==> config.mk <==
export PLATFORM = sky130hd
export DESIGN_NAME = sha256_msg_schedule
export DESIGN_NICKNAME = d
export VERILOG_FILES = /design/src/rtl/sha256_pkg.sv /design/src/rtl/sha256_small_sigma.sv /design/src/rtl/sha256_msg_schedule.sv
export SDC_FILE = /design/constraint.sdc
export NUM_CORES = 1
export LEC_CHECK = 0
export ABC_AREA = 1
export BUFFER_PORTS_ARGS = -buffer_cell sky130_fd_sc_hd__buf_4
export CORE_MARGIN = 5
export CORE_UTILIZATION = 35
export DETAILED_ROUTE_END_ITERATION = 7
export PLACE_DENSITY = 0.5
export SLEW_MARGIN = 10
export SYNTH_ARGS = -nofsm -noshare
export SYNTH_HDL_FRONTEND = slang
export SYNTH_SLANG_ARGS = --single-unit
==> constraint.sdc <==
create_clock -name clk -period 12.11 [get_ports clk]
set_clock_uncertainty 0.1 [all_clocks]
set_input_delay 1.211 -clock clk [delete_from_list [all_inputs] [get_ports clk]]
set_output_delay 1.211 -clock clk [all_outputs]
set_load 0.01 [all_outputs]
==> src/rtl/sha256_pkg.sv <==
// Shared types and constants for the SHA-256 message schedule.
package sha256_pkg;

  localparam int unsigned WORD_W      = 32;
  localparam int unsigned IDX_W       = 6;
  localparam int unsigned SCHED_WORDS = 64;
  localparam int unsigned BLOCK_WORDS = 16;
  localparam int unsigned STALL_CNT_W = 16;

  // sig0(x) = ROTR7 ^ ROTR18 ^ SHR3; sig1(x) = ROTR17 ^ ROTR19 ^ SHR10
  localparam int unsigned SIG0_ROT_A = 7;
  localparam int unsigned SIG0_ROT_B = 18;
  localparam int unsigned SIG0_SHR   = 3;
  localparam int unsigned SIG1_ROT_A = 17;
  localparam int unsigned SIG1_ROT_B = 19;
  localparam int unsigned SIG1_SHR   = 10;

  typedef logic [WORD_W-1:0] word_t;

  typedef enum logic {
    ST_LOAD   = 1'b0,
    ST_EXPAND = 1'b1
  } state_t;

  // Rotate right by a constant amount in 1..WORD_W-1.
  function automatic word_t rotr(input word_t x, input int unsigned n);
    return (x >> n) | (x << (WORD_W - n));
  endfunction

endpackage

==> src/rtl/sha256_small_sigma.sv <==
// SHA-256 small sigma function; SEL = 0 gives sig0, SEL = 1 gives sig1.
module sha256_small_sigma
  import sha256_pkg::*;
#(
  parameter int unsigned SEL = 0
) (
  input  logic [WORD_W-1:0] x,
  output logic [WORD_W-1:0] y
);

  localparam int unsigned ROT_A = (SEL == 0) ? SIG0_ROT_A : SIG1_ROT_A;
  localparam int unsigned ROT_B = (SEL == 0) ? SIG0_ROT_B : SIG1_ROT_B;
  localparam int unsigned SHR_N = (SEL == 0) ? SIG0_SHR   : SIG1_SHR;

  // Two rotations and one logical shift, xor-combined.
  assign y = rotr(x, ROT_A) ^ rotr(x, ROT_B) ^ (x >> SHR_N);

endmodule

==> src/rtl/sha256_msg_schedule.sv <==
// SHA-256 message schedule: takes 16 message words, emits W[0..63] through a
// one-word registered output slot with valid/ready on both sides.
// Optional macro SHA256_SCHED_STALL_CNT_EN adds a saturating stall_cnt output.
module sha256_msg_schedule
  import sha256_pkg::*;
(
  input  logic              clk,
  input  logic              rst_n,
  input  logic              in_valid,
  output logic              in_ready,
  input  logic [WORD_W-1:0] in_data,
  output logic              out_valid,
  input  logic              out_ready,
  output logic [WORD_W-1:0] out_data,
  output logic [IDX_W-1:0]  out_idx,
  output logic              out_last
`ifdef SHA256_SCHED_STALL_CNT_EN
  ,
  output logic [STALL_CNT_W-1:0] stall_cnt
`endif
);

  localparam logic [IDX_W-1:0] IDX_BLOCK_END = IDX_W'(BLOCK_WORDS - 1);
  localparam logic [IDX_W-1:0] IDX_SCHED_END = IDX_W'(SCHED_WORDS - 1);

  state_t           state_q;
  state_t           state_d;
  logic [IDX_W-1:0] cnt_q;
  word_t            win [BLOCK_WORDS];
  logic             slot_free;
  logic             load;
  word_t            load_word;
  word_t            expand_word;
  word_t            sig0_w;
  word_t            sig1_w;

  assign slot_free = !out_valid || out_ready;

  sha256_small_sigma #(.SEL(0)) u_sig0 (
    .x (win[1]),
    .y (sig0_w)
  );

  sha256_small_sigma #(.SEL(1)) u_sig1 (
    .x (win[14]),
    .y (sig1_w)
  );

  // W[t] = sig1(W[t-2]) + W[t-7] + sig0(W[t-15]) + W[t-16]
  assign expand_word = sig1_w + win[9] + sig0_w + win[0];

  // State register.
  always_ff @(posedge clk) begin
    if (!rst_n) begin
      state_q <= ST_LOAD;
    end else begin
      state_q <= state_d;
    end
  end

  // Next state, input handshake and slot-load decision.
  always_comb begin
    state_d   = state_q;
    load      = 1'b0;
    load_word = expand_word;
    in_ready  = 1'b0;
    case (state_q)
      ST_LOAD: begin
        in_ready = rst_n && slot_free;
        if (in_valid && in_ready) begin
          load      = 1'b1;
          load_word = in_data;
          if (cnt_q == IDX_BLOCK_END) begin
            state_d = ST_EXPAND;
          end
        end
      end
      ST_EXPAND: begin
        if (slot_free) begin
          load = 1'b1;
          if (cnt_q == IDX_SCHED_END) begin
            state_d = ST_LOAD;
          end
        end
      end
      default: state_d = ST_LOAD;
    endcase
  end

  // Output slot, index counter and 16-word sliding window.
  always_ff @(posedge clk) begin
    if (!rst_n) begin
      cnt_q     <= '0;
      out_valid <= 1'b0;
      out_data  <= '0;
      out_idx   <= '0;
      out_last  <= 1'b0;
      for (int unsigned i = 0; i < BLOCK_WORDS; i++) begin
        win[i] <= '0;
      end
    end else if (load) begin
      cnt_q     <= cnt_q + IDX_W'(1);
      out_valid <= 1'b1;
      out_data  <= load_word;
      out_idx   <= cnt_q;
      out_last  <= (cnt_q == IDX_SCHED_END);
      for (int unsigned i = 0; i < BLOCK_WORDS - 1; i++) begin
        win[i] <= win[i+1];
      end
      win[BLOCK_WORDS-1] <= load_word;
    end else if (out_ready) begin
      out_valid <= 1'b0;
      out_last  <= 1'b0;
    end
  end

`ifdef SHA256_SCHED_STALL_CNT_EN
  // Saturating count of back-pressured cycles, restarted with each new block.
  always_ff @(posedge clk) begin
    if (!rst_n) begin
      stall_cnt <= '0;
    end else if (load && (state_q == ST_LOAD) && (cnt_q == '0)) begin
      stall_cnt <= '0;
    end else if (out_valid && !out_ready && (stall_cnt != '1)) begin
      stall_cnt <= stall_cnt + STALL_CNT_W'(1);
    end
  end
`endif

endmodule

==> metrics.yaml, run 1 <==
switching_power_uw: 3080
drtIter0Drc: 1215
synth-seq-area-share_pct: 60.4
grt_pass1_vias: 16400
synth.net_count: 2811
vias: 16400
area_delta_synth_final_pct: 12.4
cts.path.max_buffers: 3
rsz0062_at_grt: "false"
wl_mm: 60.0
crit_family: "buffers and inverters"
numCtsBuffers: 60
gp_congestion: 0.882
cts_setup_buffers: 0
grt_pass1_wl_mm: 93.1
fin_util_pct: 39.8
maxSlewViolCount: 0
slew_headroom_pct: 24.0
p_leak_uw: 0.0142
yosys-top-cells-area: "edfxtp_1 (57%), inv_1 (11%), nand2_1 (6.5%)"
hp-start: "out_data[26]$_SDFFE_PN0P_"
cts_tree: "built"
num_antenna_cells: 0
fp.dieW_um: 288
dieHeight_um: 288
viasPerCell: 4.27
worst_setup_path_end_kind: "flip-flop"
powerDensity_nw_per_um2: 246
syn_area_per_cell_um2: 10.1
hold_buffers: 0
synth_warnings: 0
synth_edf_count: 512
ir_drop_v: 0.000129
reg2reg_slack_ps: 7370
synth_flop_cell: "edfxtp_1"
netlist_area_um2: 27000
p_sw_share_pct: 41.2
dp_hpwl_mm: 41.4
finalInstanceArea_um2: 30400
hold_violations: 0
synth_common_cells: "inv_1 (777), edfxtp_1 (512), nand2_1 (469)"
synth-seq-cells: 559
yosysUniqueCellTypes: 38
fin_nets: 2883
cpPeakStageDelay_ps: 950
startpoint_type: "input port"
clk_pin_slew_ps: 60
ios: 77
crit_start: "rst_n"
drcViolationCount: 0
start_util_pct: 35.4
seq_power_share_pct: 34.2
coreArea_um2: 76200
power.share.clock_pct: 23.9
period_share_pct: 46.4
worstHoldPathType: "reg2reg"
grt_max_degree: 215
crit_path_top_delay_cell: "buf_4"
yosysMostFrequentCell: "inv_1"
p_total_uw: 7470
worst-path-buf-inv: 6
wl_per_cell_um: 15.6
io_buffer_count: 76
intPower_uw: 4390
grt_usage_pct: 14.5
reg2reg_from: "win[1][210]$_SDFFCE_PN0P_"
netlist_instances: 2681
gr-total-overflow: 0
dieArea_um2: 82800
fillers: 7534
grt_antenna_before_repair: 0
place_area_um2: 28400
htreeDepth: 2
drt-pass1-iter-count: 5
dp_cells: 3721
rows: 101
arrival_ps: 5750
critical_path_class: "in2reg"
async_reset_ff_share_pct: 0
crit_chain: "buf_4, inv_2, o21ai_1, nand2_2, inv_2, nor2_4, inv_8, buf_12, buf_4"
fin_cells: 3835
drtAntennaViolNets: 0
clock_latency_ps: 630
drive_gt1_share_pct: 9.73
synth_top_area_share_pct: 56.9
clock-root-buffer: "clkbuf_16"
tns_ps: 0
cp.required_ps: 12240
run_status: "completed"
cp_max_fo: 177
combPwrFrac_pct: 41.9
layout_min_cycle_time_ps: 5620
cts_resized: 0
setup_viol: 0
synth.largest_area_cell: "edfxtp_1"
max_slew.worst_pin.slew_ps: 1140
maxCapViolCount: 0
max_freq_mhz: 178
cts.sinks: 559
==> power by group through the flow <==
stage,clock [uW],sequential [uW],combinational (uW)
finish,1780,2560,3130
global placement,0,2590,3120
global route,1920,2580,3540
floorplan,0,2560,2060
detailed placement,0,2600,3130
CTS,1840,2560,3160
==> stage by stage <==
step                hold slack (ps)  setup WS [ps]
CTS                             356           6480
finish                          361           6490
detailed placement              345           5810
floorplan                       366           4040
global route                    379           6100
global placement                348           5870
==> layout by cell type, fill, tap and decap left out, drive strengths merged, types with 2 or more instances in the layout <==
| cell type | Yosys | layout |
|---|---|---|
| inv | 782 | 784 |
| nor2 | 397 | 397 |
| fa | 62 | 62 |
| dfxtp | 47 | 47 |
| nand2 | 471 | 471 |
| nor3 | 9 | 9 |
| nand4 | 4 | 4 |
| ha | 32 | 32 |
| clkbuf | 28 | 75 |
| bufinv | 0 | 3 |
| buf | 44 | 82 |
| o21bai | 2 | 2 |
| edfxtp | 512 | 512 |
| nand3 | 60 | 60 |
| xnor2 | 55 | 55 |
| o21ai | 43 | 43 |
| a21oi | 29 | 29 |
| and2 | 2 | 2 |
| mux2i | 4 | 4 |
| clkinv | 0 | 33 |
| xor2 | 71 | 71 |
| or2 | 17 | 17 |
| a21o | 2 | 2 |
| o211ai | 2 | 2 |
==> flip-flops by register name, indices dropped and copies added, names as in the netlist <==
name       cells
win          512
state_q        1
out_last       1
out_idx        6
out_valid      1
cnt_q          6
out_data      32
==> cell type report <==
class                      instances  area (um2)  share of cell area, %
tap                             1030        1290                   4.24
multi-input combinational       1268        7230                   23.8
clock buffer                      75        1590                   5.23
timing repair buffer              82         641                   2.11
sequential                       559       16300                   53.7
inverter                         782        2950                   9.72
clock inverter                    39         344                   1.13
==> metal layers <==
layer | GRT usage, % | wire, um
met2 | 23.2 | 27300
met5 | 0 | 0
met4 | 3.51 | 1320
met1 | 20.5 | 28100
met3 | 2.72 | 3230
==> worst min-delay path, stage by stage (launching register included) <==
cell and delay [ps]:
dfxtp_1 310, nand2_1 60, nand2_1 50
==> cells by family after synthesis <==
| group | after synthesis | share of synthesized area [%] |
|---|---|---|
| DFF | 559 | 60.4 |
| xor gates and xnor gates | 126 | 4.09 |
| and+or+nand+nor | 962 | 14.8 |
| muxes | 4 | 0.148 |
| buffers and inverters | 854 | 12.8 |
| adders and majority gates | 94 | 6.08 |
| AOI/OAI and AO/OA | 82 | 1.62 |
==> final timing paths <==
kind / to / depth (start not counted)
max: win[0][110]$_SDFFCE_PN0P_ / 9
min: out_data[26]$_SDFFE_PN0P_ / 2
max reg2reg: win[1][247]$_SDFFCE_PN0P_ / 20
min reg2reg: out_data[26]$_SDFFE_PN0P_ / 2
(Power assumes the default switching activity.)
==> run 2: changes to the inputs <==
Clock period 12.11 ns to 5.8 ns, I/O delays scaled along.
==> run 2 against run 1 <==
  * Worst hold slack worse by 260 ps
  * Flip-flop and latch count did not move
  * Critical path depth rose by 10
  * Largest cell class unchanged
  * Highest routed layer unchanged
==> metrics.yaml, run 2 (synthesis results as in run 1) <==
htreeDepth: 3  # +1
cts_setup_buffers: 0  # unchanged
tns_ps: 0  # unchanged
clock-root-buffer: "clkbuf_16"
grt_busiest_layer: "met2"
run_status: "completed"
hold_buffers: 0  # unchanged
rsz0062_at_grt: "false"
coreArea_um2: 76200  # unchanged
gp_congestion: 0.894  # +1.4%
hold_violations: 0  # unchanged
clk_pin_slew_ps: 60  # about the same
largest_register_ff_count: 512  # unchanged
maxSlewViolCount: 0  # unchanged
drt-pass1-iter-count: 6  # +1
clock_latency_ps: 600  # -30 ps
grt_max_degree: 146  # -32%
dieArea_um2: 82800  # unchanged
wl_mm: 64.0  # +6.7%
arrival_ps: 4940  # -810 ps
maxCapViolCount: 0  # unchanged
numCtsBuffers: 66  # +10%
place_worst_setup_slack_ps: 1310  # -4500 ps
drive_gt1_share_pct: 10.0  # +0.27 points
reg2reg_slack_ps: 1210  # -6160 ps
ios: 77  # unchanged
setup_ws_ps: 1210  # -5270 ps
viasPerCell: 4.29  # +0.45%
powerDensity_nw_per_um2: 521  # +110%
startpoint_type: "flip-flop"
drtAntennaViolNets: 0  # unchanged
multi_input_area_um2: 7230  # unchanged
grt_usage_pct: 15.6  # +1.2 points
num_antenna_cells: 0  # unchanged
regArea_um2: 16300  # unchanged
period_share_pct: 79.1
fillers: 7588  # +0.72%
cp_max_fo: 5  # -97%
dp_hpwl_mm: 44.9  # +8.3%
drtIter0Drc: 1206  # -0.74%
setup_viol: 0  # unchanged
cts.sinks: 559  # unchanged
hold-worst-slack_ps: 97.9  # -263 ps
ir_drop_v: 0.000312  # +140%
cp.required_ps: 6150  # -6090 ps
layout_commonest_cell: "inv_1"
max_slew.worst_pin.slew_ps: 1130  # -8.92 ps
io_buffer_count: 76  # unchanged
cts.path.max_buffers: 3  # unchanged
slew_headroom_pct: 24.4  # +0.42 points
cts_tree: "built"
fin_util_pct: 40.2  # +0.37 points
use_met1_pct: 22.3  # +1.8 points
final_cell_mix: "inv_1 (777), edfxtp_1 (512), nand2_1 (469)"
grt_pass1_wl_mm: 98.2  # +5.4%
gr-total-overflow: 0  # unchanged
grt_pass1_vias: 16600  # +1.1%
vias: 16500  # +0.79%
fin_nets: 2897  # +0.49%
area_delta_synth_final_pct: 13.5
worstHoldPathType: "in2reg"
worst_setup_path_end_kind: "flip-flop"
top_regs: "win (512), out_data (32)"
grt_antenna_before_repair: 0  # unchanged
layout_min_cycle_time_ps: 4590
critical_path_class: "reg2reg"
rows: 101  # unchanged
use_met3_pct: 3.10  # +0.38 points
p_leak_uw: 0.0143  # +0.98%
wl_per_cell_um: 16.6  # +6.4%
top_register: "win"
cts_resized: 0  # unchanged
met2_usage_pct: 24.5  # +1.3 points
dieHeight_um: 288  # unchanged
start_util_pct: 35.4  # unchanged
max_freq_mhz: 218
drcViolationCount: 0  # unchanged
fp.dieW_um: 288  # unchanged
run 2: area by class of cell:
| cell class | instances | area share [%] |
|---|---|---|
| clock buffers | 87 | 5.89 |
| inverters | 782 | 9.66 |
| multi-input cells | 1268 | 23.6 |
| clock inverters | 32 | 1.00 |
| flip-flops and latches | 559 | 53.2 |
| well taps | 1030 | 4.20 |
| repair buffers | 90 | 2.41 |
run 2: final timing paths:
check                                               start                   endpoint  cells past startpoint
worst max-delay path            win[1][210]$_SDFFCE_PN0P_  win[1][234]$_SDFFCE_PN0P_                     19
worst min register to register  out_data[18]$_SDFFE_PN0P_  out_data[18]$_SDFFE_PN0P_                      2
worst max register to register  win[1][210]$_SDFFCE_PN0P_  win[1][234]$_SDFFCE_PN0P_                     19
worst min-delay path                            out_ready      out_last$_SDFFE_PN0P_                      2
run 2: per-layer routing:
metal | routed length (um) | share of wire [%]
met1 | 30100 | 47
met2 | 29100 | 46
met3 | 3210 | 5.0
met4 | 1560 | 2.4
met5 | 0 | 0
run 2: through the flow:
step	total power [uW]	instance area, um2	std cells
final	16000	30600	3848
after global routing	17200	30600	3848
after CTS	16200	30600	3848
after detailed placement	12000	28500	3729
after global placement	12000	28500	3729
after floorplan	9620	27000	2681
run 2: critical path, cell delays in order, from the launching register on:
cell	delay, ps
edfxtp_1	610
xnor2_1	290
xor2_1	220
inv_1	90
fa_1	510
inv_1	60
fa_1	540
inv_1	50
ha_1	370
nand2_1	210
inv_1	60
nand2_1	60
nand2_1	110
inv_1	90
nand3_1	240
nand2_1	130
inv_1	40
o21ai_0	360
o21ai_1	160
nor2_1	130
run 2: report_power, final:
group	leakage (uW)	total [uW]	internal [uW]	switching (uW)
clock network	0.00103	4070	2420	1640
registers	0.00581	5350	5000	341
logic	0.00748	6560	2070	4490
